**config.mk**
```make
export PLATFORM = sky130hd
export DESIGN_NAME = pipemem_arbiter
export DESIGN_NICKNAME = d
export VERILOG_FILES = /design/src/rtl/pipemem_arbiter.sv
export SDC_FILE = /design/constraint.sdc
export NUM_CORES = 1
export LEC_CHECK = 0
export CAP_MARGIN = 10
export CORE_AREA = 2 2 114 116
export CTS_BUF_LIST = sky130_fd_sc_hd__clkbuf_8 sky130_fd_sc_hd__clkbuf_16
export CTS_CLUSTER_DIAMETER = 40
export DETAILED_ROUTE_END_ITERATION = 8
export DIE_AREA = 0 0 116 118
export PLACE_DENSITY = 0.76
export SYNTH_ARGS = -nofsm -noshare
export SYNTH_HDL_FRONTEND = slang
export SYNTH_SLANG_ARGS = --single-unit
```
**constraint.sdc**
```tcl
create_clock -name clock -period 1.6 [get_ports clock]
set_input_delay 0.32 -clock clock [delete_from_list [all_inputs] [get_ports clock]]
set_output_delay 0.32 -clock clock [all_outputs]
set_load 0.02 [all_outputs]
```
**src/rtl/pipemem_arbiter.sv**
```systemverilog
// Arbiter for the MEM-stage data bus, shared between the CPU MEM stage and an external port.
// The CPU wins contention until CPU_BURST grants; then the external port gets one slot.
module pipemem_arbiter #(
    parameter int CPU_BURST = 4
) (
    input  logic        clock,
    input  logic        reset,
    input  logic        cpu_req,
    input  logic        cpu_we,
    input  logic [31:0] cpu_addr,
    input  logic [31:0] cpu_wdata,
    output logic        cpu_stall,
    output logic [31:0] cpu_rdata,
    input  logic        ext_req,
    input  logic        ext_we,
    input  logic [31:0] ext_addr,
    input  logic [31:0] ext_wdata,
    output logic        ext_ack,
    output logic [31:0] ext_rdata,
    output logic        ext_rvalid,
    output logic        bus_we,
    output logic [31:0] bus_addr,
    output logic [31:0] bus_wdata,
    input  logic [31:0] bus_rdata
);

    typedef enum logic [1:0] {
        IDLE    = 2'd0,
        CPU_RUN = 2'd1,
        EXT_DUE = 2'd2
    } state_t;

    localparam logic [4:0] BURST = 5'(CPU_BURST);

    state_t      state;
    state_t      state_next;
    logic [3:0]  run_cnt;
    logic [3:0]  run_cnt_next;
    logic [4:0]  run_inc;
    logic        grant_cpu;
    logic        grant_ext;

    assign run_inc = {1'b0, run_cnt} + 5'd1;

    always_ff @(posedge clock) begin
        if (reset) begin
            state   <= IDLE;
            run_cnt <= 4'd0;
        end else begin
            state   <= state_next;
            run_cnt <= run_cnt_next;
        end
    end

    // The counter saturates so a large CPU_BURST can never wrap back into a short episode.
    always_comb begin
        state_next   = state;
        run_cnt_next = run_cnt;
        if (grant_ext) begin
            state_next   = IDLE;
            run_cnt_next = 4'd0;
        end else if (grant_cpu && ext_req) begin
            if (run_cnt != 4'hF) begin
                run_cnt_next = run_cnt + 4'd1;
            end
            state_next = (run_inc == BURST) ? EXT_DUE : CPU_RUN;
        end else if (!ext_req) begin
            state_next   = IDLE;
            run_cnt_next = 4'd0;
        end
    end

    always_comb begin
        grant_cpu = 1'b0;
        grant_ext = 1'b0;
        if (!reset) begin
            grant_cpu = cpu_req && !(ext_req && state == EXT_DUE);
            grant_ext = ext_req && (!cpu_req || state == EXT_DUE);
        end
        cpu_stall = !reset && cpu_req && !grant_cpu;
        ext_ack   = grant_ext;
        bus_we    = 1'b0;
        bus_addr  = 32'd0;
        bus_wdata = 32'd0;
        if (grant_ext) begin
            bus_we    = ext_we;
            bus_addr  = ext_addr;
            bus_wdata = ext_wdata;
        end else if (grant_cpu) begin
            bus_we    = cpu_we;
            bus_addr  = cpu_addr;
            bus_wdata = cpu_wdata;
        end
    end

    assign cpu_rdata = bus_rdata;

    // Read data is captured only for external reads; writes leave the last read value visible.
    always_ff @(posedge clock) begin
        if (reset) begin
            ext_rdata  <= 32'd0;
            ext_rvalid <= 1'b0;
        end else begin
            ext_rvalid <= grant_ext && !ext_we;
            if (grant_ext && !ext_we) begin
                ext_rdata <= bus_rdata;
            end
        end
    end

endmodule

```
==> impl_results.md <==
* Status: finished with violations
* Row count at 41
* Hold Buf Count CTS at 0
* Initial antenna violation count at 1
* Design Power at 3.82 mW
* Netlist Area Pre-Place at 2450 µm²
* Fin nets at 737
* Die area at 13700 µm²
* Hold WC Path Type: flop to flop
* Worst-case clock buffer depth at 2
* # IOs at 298
* Max-slew headroom at 76.4%
* WL met1 at 5070 µm
* TritonCTS clock tree: built
* Vias in the first global route at 3654
* Critical path arrival at 1.71 ns
* Placer Congestion at 0.786
* Fill cell count at 1068
* Area grow syn2layout at 189%
* Placed Area at 6110 µm²
* Skew-Pair Late Insertion Delay at 0.28 ns
* Sequential share of the synthesized area at 31.8%
* Vias at 3247
* ANT nets after route at 0
* CTS root buffer: clkbuf_16
* Crit. End Element: output pin
* Syn_nets at 414
* Reg2reg setup slack at -0.24 ns
* Post-Place Setup Slack at -1.13 ns
* H-Tree Depth at 2
* Residual DRC at 0
* Crit-path max FO at 5
* Number of distinct library cells after synthesis at 24
* Reg-to-reg endpoint: ext_rdata[18]
* FF-to-FF path depth at 8
* Min-delay src: run_cnt[2]
* Clock Pin Slew Worst Setup and Hold Paths at 0.06 ns
* Largest cells by area after synthesis: dfxtp_1 (32%), a22o_1 (23%), mux2_2 (14%), buf_4 (9.8%), nor2b_1 (8.4%)
* Final wirelength at 14400 µm
* Failing checks: negative setup slack
* Worst r2r src: state[1]
* Die span in y at 118 µm
* CP Class: flop to output pin
* RSZ-0062 raised after global routing: yes
* Vias per cell at 4.36
* Highest routing layer actually used: met4
* Yosys top cell area share at 31.8%
* Number of max-cap violations at 0
* Worst hold margin at 0.543 ns
* Mean post-synth cell area at 9.93 µm²
* Met3 WL post-DR at 1180 µm
* Leak Pwr at 3.13 nW
* Fmax at 492 MHz
* Worst Hold Path Cells at 1
* Worst slew pin tran at 0.354 ns
* Setup TNS Final at -29.11 ns
* Drt first pass iters at 4
* Power density over the cells at 539 nW/µm²
* Setup Skew at 0.00497 ns
* Core area at 12400 µm²
* Tmin final at 2.03 ns
* Initial Utilization at 19.8%
* Largest net degree at the start of global routing at 33
* Global-route wire length before repair at 20900 µm
* GRT Total Usage at 19.9%
* Final Hold Viols at 0
* Final setup vio count at 99
* Worst Path Required at 1.28 ns
* DR iter-0 viols at 95
* Synth area leader: dfxtp_1
* CTS Sinks at 39
* WHS Endpoint: state[1]
* Worst IR drop on VDD at 0.713 mV
* Grt total ovfl at 0
* PortBufs at 297
* DR WL/cell at 19.3 µm
* Post-Synthesis Cells at 247
* CTS buffer count at 5
* Worst setup SP type: flop
* Max-slew violation count at 0
* Die width at 116 µm
* Sequential cell area at 786 µm²
* Met2 routed WL at 7650 µm
* Final WS setup at -0.431 ns
* Layout cells sized above 1 at 42.7%
* Fin crit share at 127%
* Final Cell Area at 7080 µm²
* DP HPWL at 10600 µm
* Synth Register Bits at 39
* Ys Warns at 0
* Multi-input gate area at 1940 µm²
## timing repair
action                                  4_1_cts  5_1_grt
buffers inserted                             30       11
pin swaps                                     8       22
gates cloned                                 11        1
endpoints found under the setup margin      131      102
resized for setup                           421      105
## state kept, by name, indices dropped and copies added (netlist names)
name and count:
ext_rdata 32, run_cnt 4, state 2, ext_rvalid 1
## logic make-up (layout without fill, tap and decap cells)
group / count (synthesis) / after routing / synth area share, %
buffers and inverters: 56 / 380 / 15.0
DFF: 39 / 39 / 31.8
other: 0 / 1 / 0
adders and majority gates: 1 / 1 / 0.510
xor gates and xnor gates: 1 / 1 / 0.357
AOI/OAI and AO/OA: 69 / 69 / 25.2
muxes: 34 / 34 / 15.5
and+or+nand+nor: 47 / 47 / 11.6
## worst max path at each step
stage	start	to	slack (ns)	depth (start not counted)
after floorplan	reset	bus_wdata[10]	-0.06	5
after global placement	ext_req	bus_wdata[14]	-1.13	7
after detailed placement	ext_req	bus_wdata[14]	-1.13	7
after CTS	state[1]	bus_addr[5]	-0.52	6
after global routing	state[0]	bus_addr[1]	-0.48	8
final	state[0]	bus_wdata[28]	-0.43	8
## critical path, stage by stage, from the launching register on
cell	delay, ns
dfxtp_2	0.33
inv_2	0.04
a311oi_4	0.34
buf_12	0.17
buf_12	0.12
buf_8	0.12
buf_12	0.10
a22o_4	0.11
buf_6	0.11
## layout by cell type (no fill, tap or decap), drive strengths merged, types with 2 or more instances in the layout
cell and instances:
dfxtp 39, mux2i 2, clkbuf 9, dlymetal6s2s 2, nand3 3, nor3 2
clkdlybuf4s50 193, dlygate4sd2 33, nand2b 2, a22o 65, buf 138, nor2b 33
nor2 5, mux2 32, inv 3
## layer usage
layer	up-vias	global-route usage, %
met4	0	7.66
met3	29	5.61
met2	184	37.9
li1	1519	-
met5	-	0
met1	1515	20.1
## cell usage after synthesis
library cell	instances
a22o_1	65
dfxtp_1	39
nor2b_1	33
buf_4	32
mux2_2	31
buf_2	12
clkbuf_1	6
nor2_1	5
buf_6	3
inv_1	3
nand3_1	3
mux2i_1	2
nor3_1	2
a2111oi_4	1
a21boi_1	1
a311oi_1	1
a31oi_1	1
ha_1	1
mux2_1	1
nand2b_1	1
nand2b_4	1
nor3b_1	1
nor4_1	1
xnor2_1	1
## per-stage QoR
stage	cells	util, %
after CTS	747	57.1
after global routing	744	57.1
final	744	57.1
after global placement	699	49.2
after detailed placement	699	49.2
after floorplan	247	-
## area by class of cell
cell class                 count  share of cell area [%]
clock inverter                 2                   0.495
timing repair buffer         369                    55.9
clock buffer                   6                    1.96
sequential                    39                    11.1
inverter                       3                   0.159
tap                          172                    3.04
multi-input combinational    152                    27.3
antenna                        1                  0.0353
## where the power goes
group	total, mW	internal, mW	switching (mW)
clock network	1.16	0.775	0.387
registers	1.02	1.00	0.0154
logic	1.64	1.01	0.631
total	3.82	2.78	1.03
Note: power is estimated with default switching activity, not from simulation.
==> edit 1, RTL diff (same flow settings) <==
Re-encode `state_t` (3 states) as one-hot, 3 bits wide.
--- a/src/rtl/pipemem_arbiter.sv
+++ b/src/rtl/pipemem_arbiter.sv
@@ -24,10 +24,10 @@
     input  logic [31:0] bus_rdata
 );
 
-    typedef enum logic [1:0] {
-        IDLE    = 2'd0,
-        CPU_RUN = 2'd1,
-        EXT_DUE = 2'd2
+    typedef enum logic [2:0] {
+        IDLE    = 3'b001,
+        CPU_RUN = 3'b010,
+        EXT_DUE = 3'b100
     } state_t;
 
     localparam logic [4:0] BURST = 5'(CPU_BURST);
Check against the original RTL: same outputs for any inputs over 10 cycles, from zero or initial values and one cycle with reset high; not proved beyond that.
==> edit 1 against the original RTL <==
Total power down 0.94%. Count of clock-buffer cells in the layout is 1 higher. Sequential power increased by 6%. Largest power group unchanged. Sequential cell count rose by 1. Largest cell class unchanged. Register-to-register slack got worse by 0.07 ns. Design area up 3.9%. The run still ends with setup timing left. Area after synthesis rose by 27%. Wire length is 10% higher. Worst hold slack worse by 0.030 ns. First-iteration DRC count is 43% higher. Highest routed layer unchanged. Utilization is 2.2 points higher. Setup slack got worse by 0.17 ns.
==> edit 1: results (changes against the original RTL) <==
[pwr]
p_leak_nw = 3.39  ; +8.3%
internal_power_w = 0.00263  ; -5.4%

[placed_design]
hpwlAfterDp_um = 11400  ; +7.5%
place_area_um2 = 6620  ; +8.4%
place_inst = 779  ; +11%
place_congestion = 0.878  ; +12%

[critical_path]
worstPathMaxFanout = 8  ; +3
worstPathArrival_ns = 1.89  ; +0.18 ns
r2r-start = state[0]$_SDFFE_PP1P_

[outcome]
outcome = finished, violations left
violations = setup timing

[finish]
nFillCells = 1062  ; -0.56%
largestRegisters = ext_rdata: 32 flops, run_cnt: 4 flops, state: 3 flops
drive_gt1_share_pct = 33.7  ; -9.0 points
nNetsFinal = 799  ; +8.4%

[timing]
worstMarginPinSlew_ns = 0.893  ; +0.539 ns
finalClockSkew_ns = 0.00619  ; +0.00122 ns
setup_viol = 105  ; +6.1%
worst_slack_ns = -0.606  ; -0.175 ns

[yosys]
synth_area_per_cell_um2 = 9.29  ; -6.5%
ys_top_cells_by_count = a22o_1, dfxtp_1, buf_4
yosys-top-cells-area = dfxtp_1, a22o_1, a311o_1
ys_types = 27  ; +13%
yosysSeqAreaShare_pct = 25.7  ; -6.2 points

[global_routing]
grt_usage_pct = 20.2  ; +0.24 points
antenna_found_initial = 4  ; +3
grt_pass1_wl_um = 21900  ; +5.1%
grt_max_degree = 66  ; +100%

[clocking]
clock_latency_ns = 0.28  ; about the same

[routing]
drtIter0Drc = 136  ; +43%
m1WireLength_um = 5990  ; +18%
wl_met3_um = 1190  ; +0.25%
via_per_inst = 5.06  ; +16%
wl_per_cell_um = 19.6  ; +1.3%
route.vias.total = 4091  ; +26%

[min_path]
hp-start = ext_rdata[31]$_SDFFE_PP0P_

-- edit 1: changes by cell type in the layout (fill, tap and decap cells not counted), moves of 32 or more --
cell / unedited run / this run
and4_1: 0 / 32
buf_4: 29 / 70
buf_6: 79 / 42
mux2_4: 32 / 0
a311o_1: 0 / 32
-- edit 1: layer usage --
metal	vias up	track usage (%)
met1	1961	23.3
met2	186	36.4
met3	22	4.12
met4	0	6.85
met5	-	0
li1	1922	-
-- edit 1: layout make-up --
| cell class | count | area share (%) |
|---|---|---|
| inverter | 33 | 1.68 |
| sequential | 40 | 10.9 |
| clock buffer | 7 | 2.07 |
| multi-input combinational | 187 | 31.0 |
| timing repair buffer | 365 | 51.3 |
| antenna | 4 | 0.136 |
| tap | 172 | 2.92 |
-- edit 1: worst paths after layout --
| path | to | slack (ns) | cells after the start |
|---|---|---|---|
| worst min register to register | ext_rdata[31]$_SDFFE_PP0P_ | 0.51 | 1 |
| worst max-delay path | bus_addr[18] | -0.61 | 7 |
| worst max register to register | ext_rdata[24]$_SDFFE_PP0P_ | -0.31 | 7 |
| worst min-delay path | ext_rdata[31]$_SDFFE_PP0P_ | 0.51 | 1 |
-- edit 1: logic make-up after synthesis --
family | Yosys count | synth area share [%]
simple gates | 51 | 12.4
flops | 40 | 25.7
xor+xnor | 1 | 0.281
fa+ha+maj | 1 | 0.401
buf+inv | 109 | 18.5
compound gates | 132 | 42.1
mux | 2 | 0.641
-- edit 1: per-stage QoR --
step	TNS (ns)	total power [W]	utilization (%)	hold WS, ns	setup slack (ns)
global placement	-78.15	0.00268	53.3	0.491	-0.972
CTS	-37.64	0.00372	55.2	0.515	-0.622
finish	-45.10	0.00378	59.3	0.513	-0.606
floorplan	-4.27	0.00179	-	0.392	-0.0758
global route	-49.80	0.00394	59.3	0.528	-0.652
detailed placement	-79.21	0.00270	53.3	0.503	-1.01
-- edit 1: critical path, stage by stage, from the launching register on --
cell and delay [ns]:
dfxtp_1 0.31, or3b_4 0.41, a21boi_4 0.21, buf_6 0.14, buf_12 0.14, buf_12 0.11, a22o_1 0.16, buf_6 0.12
-- edit 1: power groups by stage --
stage	registers [W]	logic, W	clock network [W]
2_1_floorplan	0.00116	0.000626	0
3_3_place_gp	0.00110	0.00157	0
3_5_place_dp	0.00111	0.00160	0
4_1_cts	0.00109	0.00157	0.00106
5_1_grt	0.00109	0.00173	0.00111
6_report	0.00108	0.00165	0.00104
-- edit 1: timing repair --
action | CTS | global route
pin swaps | 6 | 36
endpoints found under the setup margin | 136 | 124
setup buffers | 1 | 10
cloned | 2 | 5
gates resized for setup | 349 | 132
==> edit 2, RTL diff (config.mk and constraints unchanged) <==
Made on the original files. Make the reset (`reset`) asynchronous in 2 clocked blocks.
--- a/src/rtl/pipemem_arbiter.sv
+++ b/src/rtl/pipemem_arbiter.sv
@@ -42,7 +42,7 @@
 
     assign run_inc = {1'b0, run_cnt} + 5'd1;
 
-    always_ff @(posedge clock) begin
+    always_ff @(posedge clock or posedge reset) begin
         if (reset) begin
             state   <= IDLE;
             run_cnt <= 4'd0;
@@ -96,7 +96,7 @@
     assign cpu_rdata = bus_rdata;
 
     // Read data is captured only for external reads; writes leave the last read value visible.
-    always_ff @(posedge clock) begin
+    always_ff @(posedge clock or posedge reset) begin
         if (reset) begin
             ext_rdata  <= 32'd0;
             ext_rvalid <= 1'b0;
Formal check against the unedited RTL: differs if reset is asserted again (counterexample within 4 cycles, from zero or initial values and one cycle with reset high); with reset held inactive, the same outputs for 10 cycles.
==> edit 2 against the original RTL <==
The flow still finishes with violations (setup timing). Sequential power grew 25%. Design area grew 0.81%. Wire length shrank 2.0%. Non-clock buffer count is the same. Sequential cell count is the same. Total power grew 22%. Die area is the same. Worst hold slack lost 0.26 ns. Setup slack lost 0.063 ns. Clock power shrank 12%. Area after synthesis grew 2.2%. Largest cell class unchanged. Largest power group unchanged.
==> edit 2: results (changes against the original RTL) <==
[yosys]
synthMuxAreaShare_pct = 14.4  ; -1.1 points
syn_nets = 391  ; -5.6%
yosysSeqAreaShare_pct = 38.9  ; +7.1 points
synthArstFlopShare_pct = 100  ; +100 points
ys_types = 32  ; +33%
ys_top_cells_by_count = a22o_1, dfrtp_1, buf_4, mux2_2, buf_2
synth_area_per_cell_um2 = 11.2  ; +13%
synth_compound_area_share_pct = 26.5  ; +1.3 points
synth_fa_ha_area_share_pct = 0.499  ; -0.011 points

[pwr]
p_leak_nw = 3.34  ; +6.5%
ir_worst_vdd_mv = 0.653  ; -8.3%
switching_share_pct = 30.3  ; +3.2 points

[global_routing]
grt_usage_pct = 19.6  ; -0.38 points
grt_pass1_wl_um = 20800  ; -0.16%
grt_max_degree = 34  ; +3.0%

[outcome]
violations = setup timing
outcome = finished, violations left

[critical_path]
worstSetupStartpoint = state[1]$_DFFE_PP0P_
setup.worst_path.end = bus_addr[29]
slowest_delay_ns = 0.39  ; +0.05 ns

[finish]
final_cells = 721  ; -3.1%

[timing]
fin_tns_setup_ns = -30.73  ; -1.62 ns
worst_slack_ns = -0.494  ; -0.0626 ns
setup_viol = 99  ; unchanged

[placed_design]
place_ws_ns = -1.08  ; +0.0504 ns

[routing]
route.vias.total = 3228  ; -0.59%

[min_path]
hold_class = in2async

==> edit 2: worst register-to-register path: stages, from the launching register on <==
cell and delay (ns):
dfrtp_1 0.41, nand2b_4 0.17, buf_6 0.12, a211oi_4 0.28, buf_6 0.19, buf_16 0.15, mux2_4 0.30
==> edit 2: timing repair <==
item                       in CTS  in global routing
setup buffers                  23                  6
resized for setup             490                 57
setup endpoints to repair     131                113
gates cloned                    8                  3
pin swaps                       7                 21
==> edit 2: final cells by class <==
cell class / count / area, um^2
Fill cell: 991 / 5270
Timing Repair Buffer: 369 / 4000
Multi-Input combinational cell: 130 / 1780
Sequential cell: 39 / 976
Tap cell: 172 / 215
Clock buffer: 7 / 153
Inverter: 2 / 11.3
Clock inverter: 1 / 7.51
Antenna cell: 1 / 2.50
==> edit 2: routing by layer <==
metal	wire (um)	GRT usage, %	part of all wire [%]	vias to the layer above
met5	0	0	0	-
met4	359	5.80	2.5	0
met3	1290	5.87	9.2	26
met2	7460	36.0	53	176
met1	4970	21.3	35	1548
li1	-	-	-	1478
